===== config.mk =====
export PLATFORM = sky130hd
export DESIGN_NAME = instr_queue
export DESIGN_NICKNAME = d
export VERILOG_FILES = /design/src/rtl/instr_queue_pkg.sv /design/src/rtl/instr_queue.sv
export SDC_FILE = /design/constraint.sdc
export NUM_CORES = 1
export LEC_CHECK = 0
export BUFFER_PORTS_ARGS = -buffer_cell sky130_fd_sc_hd__buf_2
export CAP_MARGIN = 20
export CORE_MARGIN = 2
export CORE_UTILIZATION = 60
export CTS_CLUSTER_DIAMETER = 40
export CTS_CLUSTER_SIZE = 28
export DETAILED_ROUTE_END_ITERATION = 8
export GPL_TIMING_DRIVEN = 0
export HOLD_SLACK_MARGIN = 0.1
export PLACE_DENSITY = 0.84
export SETUP_SLACK_MARGIN = 0.5
export SYNTH_ARGS = -nofsm -noshare
export SYNTH_HDL_FRONTEND = slang
export SYNTH_SLANG_ARGS = --single-unit
export TNS_END_PERCENT = 10

===== constraint.sdc =====
create_clock -name clk_i -period 5.7 [get_ports clk_i]
set_clock_uncertainty 0.1 [all_clocks]
set_input_delay 0.855 -clock clk_i [delete_from_list [all_inputs] [get_ports clk_i]]
set_output_delay 0.855 -clock clk_i [all_outputs]
set_load 0.02 [all_outputs]

===== src/rtl/instr_queue_pkg.sv =====
// ---------------------------------------------------------------------------
// instr_queue_pkg
// Shared types for the instruction queue slice.
//   word32_t          : 32-bit instruction word passed from fetch to decode
//   IQ_DEPTH_DEFAULT  : default number of queue entries
//   iq_entry_t        : one queue slot, speculative flag plus instruction
// ---------------------------------------------------------------------------
package instr_queue_pkg;

    typedef logic [31:0] word32_t;

    localparam int IQ_DEPTH_DEFAULT = 8;

    typedef struct packed {
        logic    spec;
        word32_t instr;
    } iq_entry_t;

endpackage : instr_queue_pkg


===== src/rtl/instr_queue.sv =====
// ---------------------------------------------------------------------------
// instr_queue
// Circular instruction FIFO between the fetch unit and decode/dispatch.
// Entries written after the single outstanding predicted branch are marked
// speculative and held at the head until the branch resolves. A correct
// prediction releases them; a mispredict squashes them by rolling the write
// pointer back to the slot right after the branch.
//
// Ports
//   clk_i            in   clock, all state changes on posedge
//   reset_i          in   synchronous active-high reset
//   iq_write_i       in   fetch writes instr_i this cycle
//   instr_i          in   instruction from fetch
//   issuing_branch_i in   the written entry is a predicted branch
//   cond_eval_i      in   outstanding branch resolved this cycle
//   corr_pred_i      in   prediction was correct (valid with cond_eval_i)
//   iq_full_o        out  queue holds DEPTH entries
//   deq_valid_o      out  head entry present and non-speculative
//   deq_ready_i      in   consumer takes the head this cycle
//   instr_o          out  head instruction (combinational read)
//   count_o          out  occupied entries, speculative ones included
// ---------------------------------------------------------------------------
module instr_queue
    import instr_queue_pkg::*;
#(
    parameter int DEPTH = IQ_DEPTH_DEFAULT
) (
    input  logic                     clk_i,
    input  logic                     reset_i,
    input  logic                     iq_write_i,
    input  word32_t                  instr_i,
    input  logic                     issuing_branch_i,
    input  logic                     cond_eval_i,
    input  logic                     corr_pred_i,
    output logic                     iq_full_o,
    output logic                     deq_valid_o,
    input  logic                     deq_ready_i,
    output word32_t                  instr_o,
    output logic [$clog2(DEPTH):0]   count_o
);

    localparam int PTR_W = $clog2(DEPTH);

    iq_entry_t        r_mem [DEPTH];
    logic [PTR_W:0]   r_wrPtr;
    logic [PTR_W:0]   r_rdPtr;
    logic [PTR_W:0]   r_checkpoint;
    logic             r_specActive;

    logic [PTR_W:0]   w_wrPtrNext;
    logic [PTR_W:0]   w_rdPtrNext;
    logic [PTR_W:0]   w_checkpointNext;
    logic             w_specActiveNext;

    logic [PTR_W-1:0] w_wrIdx;
    logic [PTR_W-1:0] w_rdIdx;
    logic [PTR_W:0]   w_count;
    logic             w_empty;
    logic             w_full;
    logic             w_resolveCorrect;
    logic             w_mispredict;
    logic             w_clearSpec;
    logic             w_push;
    logic             w_pop;
    logic             w_entrySpec;

    assign w_wrIdx = r_wrPtr[PTR_W-1:0];
    assign w_rdIdx = r_rdPtr[PTR_W-1:0];
    assign w_count = r_wrPtr - r_rdPtr;
    assign w_empty = (r_wrPtr == r_rdPtr);
    // Extra wrap bit distinguishes full from empty when the indices match.
    assign w_full  = (r_wrPtr[PTR_W] != r_rdPtr[PTR_W]) &&
                     (r_wrPtr[PTR_W-1:0] == r_rdPtr[PTR_W-1:0]);

    // A resolve with no branch outstanding is meaningless and ignored.
    assign w_resolveCorrect = cond_eval_i &  corr_pred_i & r_specActive;
    assign w_mispredict     = cond_eval_i & ~corr_pred_i & r_specActive;
    assign w_clearSpec      = w_resolveCorrect | w_mispredict;

    // A mispredict squashes everything after the branch, including a
    // write arriving in the same cycle.
    assign w_push = iq_write_i & ~w_full & ~w_mispredict;
    assign w_pop  = deq_valid_o & deq_ready_i;

    // The branch itself dispatches freely; other writes inherit the
    // speculative state as it stands after a same-cycle correct resolve.
    assign w_entrySpec = ~issuing_branch_i & r_specActive & ~w_resolveCorrect;

    assign deq_valid_o = ~w_empty & ~r_mem[w_rdIdx].spec;
    assign instr_o     = r_mem[w_rdIdx].instr;
    assign iq_full_o   = w_full;
    assign count_o     = w_count;

    // Pointer, checkpoint and speculation next-state. Clearing on resolve
    // is applied before a new branch write so the new checkpoint wins.
    always_comb begin
        w_wrPtrNext      = r_wrPtr;
        w_rdPtrNext      = r_rdPtr;
        w_checkpointNext = r_checkpoint;
        w_specActiveNext = r_specActive;

        if (w_clearSpec) begin
            w_specActiveNext = 1'b0;
        end

        if (w_mispredict) begin
            w_wrPtrNext = r_checkpoint;
        end else if (w_push) begin
            w_wrPtrNext = r_wrPtr + 1'b1;
            if (issuing_branch_i) begin
                w_checkpointNext = r_wrPtr + 1'b1;
                w_specActiveNext = 1'b1;
            end
        end

        if (w_pop) begin
            w_rdPtrNext = r_rdPtr + 1'b1;
        end
    end

    always_ff @(posedge clk_i) begin
        if (reset_i) begin
            r_wrPtr      <= '0;
            r_rdPtr      <= '0;
            r_checkpoint <= '0;
            r_specActive <= 1'b0;
        end else begin
            r_wrPtr      <= w_wrPtrNext;
            r_rdPtr      <= w_rdPtrNext;
            r_checkpoint <= w_checkpointNext;
            r_specActive <= w_specActiveNext;
        end
    end

    // Storage. Only the spec flags are reset; instruction words are
    // don't-care until written. A resolve clears every flag, then the
    // entry written this cycle takes its own flag.
    always_ff @(posedge clk_i) begin
        if (reset_i) begin
            for (int i = 0; i < DEPTH; i++) begin
                r_mem[i].spec <= 1'b0;
            end
        end else begin
            if (w_clearSpec) begin
                for (int i = 0; i < DEPTH; i++) begin
                    r_mem[i].spec <= 1'b0;
                end
            end
            if (w_push) begin
                r_mem[w_wrIdx].spec  <= w_entrySpec;
                r_mem[w_wrIdx].instr <= instr_i;
            end
        end
    end

`ifndef SYNTHESIS
    // Overflowing writes are tolerated (dropped) but worth flagging;
    // a resolve without an outstanding branch is a protocol error.
    always_ff @(posedge clk_i) begin
        if (!reset_i) begin
            assert (!(iq_write_i && w_full))
                else $warning("instr_queue: write while full dropped");
            assert (!(cond_eval_i && !r_specActive))
                else $error("instr_queue: resolve with no outstanding branch");
        end
    end
`endif

endmodule : instr_queue


-- Yosys cells after proc, flatten, opt, wreduce, memory -nomap -nowiden
Memory sizes are Yosys's and may differ from the RTL's. A register that Yosys moved wholly into a read port is not among the register bits.
Index checks and enable logic that the tools add are counted.
- bits in registers: 13
- memory bits (writable): 264
- word-level logic and storage cells: 64
- memories: 1
- add/sub/neg operators: 3
- equal/unequal tests: 3
- multiplexer cells: 24
- bitwise logic cells: 26
- reductions and logical operators: 3
- memory list (name ; depth ; bits a word ; read ports ; clocked after Yosys merged registers in ; wr ports ; RTL line ; text):
    r_mem ; 8 ; 33 ; 1 ; 1 ; 9 ; instr_queue.sv:44 ; iq_entry_t r_mem [DEPTH];
- operators with widths (operator ; count):
    2-to-1 mux 1 bit ; 20
    bitwise AND 1 bit ; 10
    bitwise OR 1 bit ; 9
    adder 4 x 1 -> 4 bit, second input constant ; 2
    2-to-1 mux 4 bit ; 2
    NOT 1 bit ; 7
    2-to-1 mux 3 bit ; 2
    equality test 4 bit ; 1
    subtractor 4 bit ; 1
    equality test 3 bit ; 1
    AND reduction 3 bit ; 1
    nonzero test 2 bit ; 1
    logical AND 1 bit ; 1
    inequality test 1 bit ; 1

-- Depth between registers and ports, before layout
Gate-level depths: netlist (run 1).
- word-level depth: 8
- gate-level depth with buffers: 10
- mapped depth without buffers: 7

-- Worst setup path before layout (run 1)
Ideal clock, no wire load.
- path kind: register to register
- start point: reg r_wrPtr[0]
- end point: mem r_mem[4][0] (netlist bit), enable pin
- library setup time: 0.461 ns
- arrival time: 3.857 ns
- data required time: 5.139 ns
- slack: 1.282 ns
- cell stages (with the launch flop): 9
- period minus slack after synthesis: 4.418 ns
- path through: dfxtp_1 > clkbuf_1 > inv_1 > ha_1 > nand3_1 > o21a_1 > buf_6 > nand3_1 > nor3_1
- RTL lines (what ; RTL line ; text):
    from (decl) ; instr_queue.sv:45 ; logic [PTR_W:0] r_wrPtr;
    from (signal assigned) ; instr_queue.sv:128 ; r_wrPtr <= w_wrPtrNext;
    to (decl) ; instr_queue.sv:44 ;

==> results.cfg, run 1 <==
[layout]
syn_to_final_growth_pct = 18.2
drive_gt1_share_pct = 33.5
final_common_cell = edfxtp_1
nets = 685
final_area_um2 = 13200
nFillCells = 977
mostFrequentLayoutCells = 264 x edfxtp_1, 81 x buf_2, 48 x mux4_1, 33 x clkbuf_16, 32 x mux2_2

[detailed_routing]
drc = 0
drt_pre_antenna_iters = 5
routedWlPerCell_um = 25.7
ant_nets = 0
vias_per_cell = 6.24
wl_mm = 23.0
drtIter0Drc = 421
route.vias.total = 5599

[floorplanning]
core_um2 = 18100
io-pin-count = 77
die_w_um = 141
num_rows = 49
start_util_pct = 61.7
die-area_um2 = 19800
die_h_um = 141

[logic_synthesis]
syn-instance-count = 519
synth-edff-count = 264
yosysWarnings = 0
syn-num-nets = 564
async_reset_ff_share_pct = 0
synth_ff_type = edfxtp_1
synth_cell_types = 40
synth_area_per_cell_um2 = 21.6
synth_area_um2 = 11200
ys_ff_latch = 280
seq_area_frac_synth_pct = 73.7

[min_path]
worstHoldStart = r_checkpoint[1]
hold_path.class = flip-flop to flip-flop
worstHoldEndpoint = r_wrPtr[1]
holdPathStages = 2

[place]
dp_slack_ns = 1.90
hpwl_mm = 13.9
placed_area_um2 = 12100
port_buffers = 75
gp_routability_congestion = 0.845

[worst_setup_path]
critPathArrivalTime_ns = 3.99
r2r_slack_ns = 1.87
rr_startpoint = r_wrPtr[0]
cp_max_fo = 10
cp-start-kind = flip-flop
r2r_cells = 11
crit_required_ns = 5.86
critical_path_class = flip-flop to flip-flop
r2r-end = r_mem[4][13]
end_kind = flip-flop

[sta]
min_period_ns = 3.83
fmax_mhz = 261
rsz0062_at_grt = false
setup_violations = 0
tightest_slew_ns = 0.975
timing.final.ws_setup_ns = 1.87
slew_headroom_pct = 34.6
finalHoldViolCount = 0
finalCritPeriodShare_pct = 67.2
slew_violations = 0

[cts]
ctsHtreeMaxLevel = 1
clock_latency_ns = 0.55
holdBufCountCts = 0
path_clk_slew_ns = 0.07
cts_tree = built
cts_buffers = 31
postCtsSetupBuffers = 0
clk_path_buf_depth = 3
clock-sinks = 280
cts-root-buf = clkbuf_16
post_cts_resize_count = 0

[power_and_ir_drop]
peakVddDrop_v = 0.000269
p_per_area_nw_per_um2 = 379
p_leak_nw = 4.45

[global_routing]
grt-ovfl-total = 0
grt_pass1_wl_mm = 34.7
antenna_found_initial = 3
grt_max_degree = 23
grt_pass1_vias = 5898
grt_use_total_pct = 23.7

[flow_run]
maxCapViolCount = 0

[status]
status = finished, final reports clean
==> cell usage after synthesis (2+ instances only) <==
| master | number | area, µm² |
|---|---|---|
| xnor2_1 | 6 | 52.6 |
| inv_1 | 8 | 30.0 |
| o21ai_0 | 6 | 30.0 |
| nor2_1 | 32 | 120 |
| a21oi_1 | 4 | 20.0 |
| o31ai_1 | 2 | 15.0 |
| ha_1 | 5 | 62.6 |
| mux4_1 | 48 | 1260 |
| nor3_1 | 5 | 25.0 |
| buf_12 | 4 | 80.1 |
| edfxtp_1 | 264 | 7930 |
| mux2_2 | 32 | 360 |
| mux2i_1 | 7 | 70.1 |
| a211oi_2 | 2 | 25.0 |
| buf_2 | 6 | 30.0 |
| buf_6 | 3 | 33.8 |
| nand2_1 | 8 | 30.0 |
| mux4_2 | 16 | 360 |
| nand3_1 | 5 | 25.0 |
| xor2_1 | 4 | 35.0 |
| buf_8 | 3 | 45.0 |
| nor2b_1 | 2 | 12.5 |
| nand4_1 | 2 | 12.5 |
| buf_1 | 2 | 7.51 |
| clkbuf_1 | 9 | 33.8 |
| dfxtp_1 | 16 | 320 |
| a211oi_1 | 5 | 37.5 |
==> cell families (layout without fill, tap and decap cells) <==
logic type,count (synthesis),in the layout,share of synthesized area [%]
DFF,280,280,73.7
muxes,104,104,18.4
and+or+nand+nor,58,58,2.33
buffers and inverters,35,181,2.33
AOI/OAI and AO/OA,26,26,1.71
xor gates and xnor gates,10,10,0.782
adders and majority gates,6,6,0.738
other,0,3,0
==> through the flow <==
step | power (mW) | utilization, % | cells | setup TNS [ns] | hold WS (ns)
floorplan | 2.82 | - | 519 | 0 | 0.361
global placement | 2.98 | 65.3 | 823 | -59.00 | 0.376
detailed placement | 3.02 | 66.9 | 836 | 0 | 0.399
CTS | 5.05 | 72.9 | 894 | 0 | 0.407
global route | 5.16 | 72.9 | 896 | 0 | 0.431
finish | 5.01 | 72.9 | 897 | 0 | 0.400
==> metal layers <==
metal / up-vias / GRT usage (%) / part of all wire, %
li1: 2430 / - / -
met1: 2876 / 32.0 / 40
met2: 242 / 39.5 / 51
met3: 51 / 4.25 / 6.7
met4: 0 / 9.05 / 2.8
met5: - / 0 / 0
==> worst max-delay path, stage by stage (launching register included) <==
cell and delay [ns]:
dfxtp_1 0.38, clkbuf_1 0.42, inv_1 0.18, ha_1 0.35, nand3_1 0.14, o21a_1 0.15
buf_6 0.14, nand3_1 0.37, nor3_2 0.69, buf_6 0.25, buf_6 0.19, buf_6 0.17
==> sequential cells by signal, summed over array words and instances (netlist names), named ones only <==
| name | flops |
|---|---|
| r_wrPtr | 4 |
| r_rdPtr | 4 |
| r_checkpoint | 4 |
| r_mem | 264 |
| r_specActive | 1 |
==> worst max-delay path by stage <==
stage,to,slack [ns],cells past startpoint,from
2_1_floorplan,r_mem[4][0],1.28,8,r_wrPtr[0]
3_3_place_gp,r_mem[4][15],-1.06,8,r_wrPtr[0]
6_report,r_mem[4][13],1.87,11,r_wrPtr[0]
4_1_cts,r_mem[4][21],1.84,11,r_wrPtr[0]
5_1_grt,r_mem[4][13],1.60,11,r_wrPtr[0]
3_5_place_dp,r_mem[4][21],1.90,11,r_wrPtr[0]
==> cell type report <==
type	instances	area, µm²	area share [%]
Antenna cell	3	7.51	0.0567
Inverter	8	30.0	0.227
Timing Repair Buffer	88	604	4.57
Clock inverter	24	246	1.86
Tap cell	229	287	2.17
Clock buffer	34	840	6.34
Buffer	27	230	1.74
Multi-Input combinational cell	204	2740	20.7
Sequential cell	280	8250	62.3
==> power by group <==
| part | internal [mW] | switching [mW] | leakage, nW |
|---|---|---|---|
| registers | 2.29 | 0.0174 | 2.53 |
| clock network | 1.15 | 0.881 | 0.525 |
| logic | 0.317 | 0.355 | 1.40 |
| total | 3.76 | 1.25 | 4.45 |
(Power assumes the default switching activity.)
==> inputs of run 2 (changes only) <==
--- a/config.mk
+++ b/config.mk
@@ -8,13 +8,13 @@
 export BUFFER_PORTS_ARGS = -buffer_cell sky130_fd_sc_hd__buf_2
 export CAP_MARGIN = 20
 export CORE_MARGIN = 2
-export CORE_UTILIZATION = 60
+export CORE_UTILIZATION = 54
 export CTS_CLUSTER_DIAMETER = 40
 export CTS_CLUSTER_SIZE = 28
 export DETAILED_ROUTE_END_ITERATION = 8
 export GPL_TIMING_DRIVEN = 0
 export HOLD_SLACK_MARGIN = 0.1
-export PLACE_DENSITY = 0.84
+export PLACE_DENSITY = 0.8
 export SETUP_SLACK_MARGIN = 0.5
 export SYNTH_ARGS = -nofsm -noshare
 export SYNTH_HDL_FRONTEND = slang
==> constraint.sdc (replaced) <==
create_clock -name clk_i -period 3.2 [get_ports clk_i]
set_clock_uncertainty 0.1 [all_clocks]
set_input_delay 0.48 -clock clk_i [delete_from_list [all_inputs] [get_ports clk_i]]
set_output_delay 0.48 -clock clk_i [all_outputs]
set_load 0.02 [all_outputs]
==> results.cfg, run 2 (synthesis gave the netlist of run 1 again) <==
[detailed_routing]
wl_mm = 22.8
ant_nets = 0
highest_layer = met4
route.vias.total = 5488
wl_met2_mm = 12.0
vias_per_cell = 5.72
met1Wirelength_mm = 9.00
drtIter0Drc = 363
met3_length_mm = 1.22
drt_pre_antenna_iters = 5
routedWlPerCell_um = 23.7
drc = 0

[global_routing]
grt-ovfl-total = 0
grt_pass1_vias = 5938
antenna_found_initial = 1
grt_pass1_wl_mm = 34.3
grt_use_total_pct = 21.2
grt_max_degree = 25

[layout]
drive_gt1_share_pct = 35.5
mostFrequentLayoutCells = 264 x edfxtp_1, 67 x buf_2, 39 x mux4_1, 31 x clkbuf_16
syn_to_final_growth_pct = 22.1
nets = 710
largest-register = r_mem
largest_reg_flops = 264
final_common_cell = edfxtp_1
instances_no_fill = 959

[cts]
clock_latency_ns = 0.55
clk_path_buf_depth = 3
ctsHtreeMaxLevel = 1
cts-root-buf = clkbuf_16
cts_buffers = 30
path_clk_slew_ns = 0.06
cts_tree = built
clock-sinks = 280

[sta]
min_period_ns = 2.90
slew_violations = 0
fmax_mhz = 344
finalCritPeriodShare_pct = 90.8
tns_ns = 0
finalHoldViolCount = 0
tightest_slew_ns = 0.575
rsz0062_at_grt = true
slew_headroom_pct = 61.6
setup_violations = 0
whs_ns = 0.101

[worst_setup_path]
cp_common_cell = buf_12
r2r_slack_ns = 0.60
critPathArrivalTime_ns = 2.32
crit_required_ns = 2.62
critPathTopFamily = multiplexers
path_buf_inv = 5
rr_startpoint = r_wrPtr[0]
crit_slowest_cell = mux4_1
cp_max_fo = 7
r2r_cells = 9
end_kind = output port
crit_path_max_incr_delay_ns = 0.54
path_cells = buf_6 > buf_12 > buf_12 > buf_16 > mux4_1 > mux2_4 > buf_4
critical_path_class = flip-flop to output port
r2r-end = r_mem[7][26]
cp-start-kind = flip-flop

[power_and_ir_drop]
power.switching_mw = 2.12
p_comb_share_pct = 15.3
p_leak_nw = 4.60
power.share.clock_pct = 38.3
finalPower_mw = 8.86
peakVddDrop_v = 0.000428
p_per_area_nw_per_um2 = 649
p_sw_share_pct = 23.9
p_int_mw = 6.74
sequentialPowerShare_pct = 46.5

[floorplanning]
start_util_pct = 55.1
core_um2 = 20300
io-pin-count = 77
num_rows = 52
die-area_um2 = 21900
die_w_um = 148
die_h_um = 148

[place]
port_buffers = 75
gp_routability_congestion = 0.718
hpwl_mm = 13.3
dp_cells = 874

[min_path]
hold_path.class = input port to flip-flop
holdPathStages = 1
worstHoldEndpoint = r_mem[6][9]
worstHoldStart = instr_i[9]

[status]
status = finished, final reports clean

[flow_run]
maxCapViolCount = 0
==> run 2: repair_timing <==
action                                 CTS  global route
setup endpoints to repair              138           158
gates cloned                             1             0
buffers inserted                         7             3
hold buffers                            18             0
pin swaps                                1             3
endpoints found under the hold margin  141             0
resized for setup                       43             6
==> run 2: stage by stage <==
stage / area [µm²] / util (%) / setup WS (ns)
2_1_floorplan: 11300 / - / 0.475
3_3_place_gp: 12000 / 59.1 / -0.408
3_5_place_dp: 12300 / 60.4 / 0.304
4_1_cts: 13600 / 67.0 / 0.279
5_1_grt: 13700 / 67.3 / 0.234
6_report: 13700 / 67.3 / 0.296
==> run 2: layout make-up <==
type	instances	area, µm²
diodes	1	2.50
plain buffers	27	282
clock buffers	35	791
clock inverters	20	199
fillers	1272	6630
inverters	8	30.0
multi-input cells	204	2770
flip-flops and latches	280	8250
well taps	270	338
repair buffers	114	1000
==> run 2: per-layer routing <==
metal,global-route usage [%],vias up
li1,-,2453
met1,26.9,2806
met2,38.0,191
met3,3.61,38
met4,6.24,0
met5,0,-
==> run 2: worst max path at each step <==
stage / startpoint / end / slack [ns] / cells past startpoint
finish: flip-flop / instr_o[11] / 0.30 / 7
global route: flip-flop / instr_o[0] / 0.23 / 7
CTS: flip-flop / instr_o[9] / 0.28 / 7
detailed placement: r_wrPtr[0] / r_mem[4][17] / 0.30 / 10
global placement: r_wrPtr[0] / r_mem[2][14] / -0.41 / 8
floorplan: r_wrPtr[0] / r_mem[1][0] / 0.48 / 8
==> run 2: power by group through the flow <==
stage	clock, mW	sequential [mW]	combinational [mW]
2_1_floorplan	0	4.19	0.860
3_5_place_dp	0	4.19	1.20
4_1_cts	3.43	4.12	1.35
6_report	3.39	4.12	1.35
5_1_grt	3.57	4.12	1.44
3_3_place_gp	0	4.19	1.14
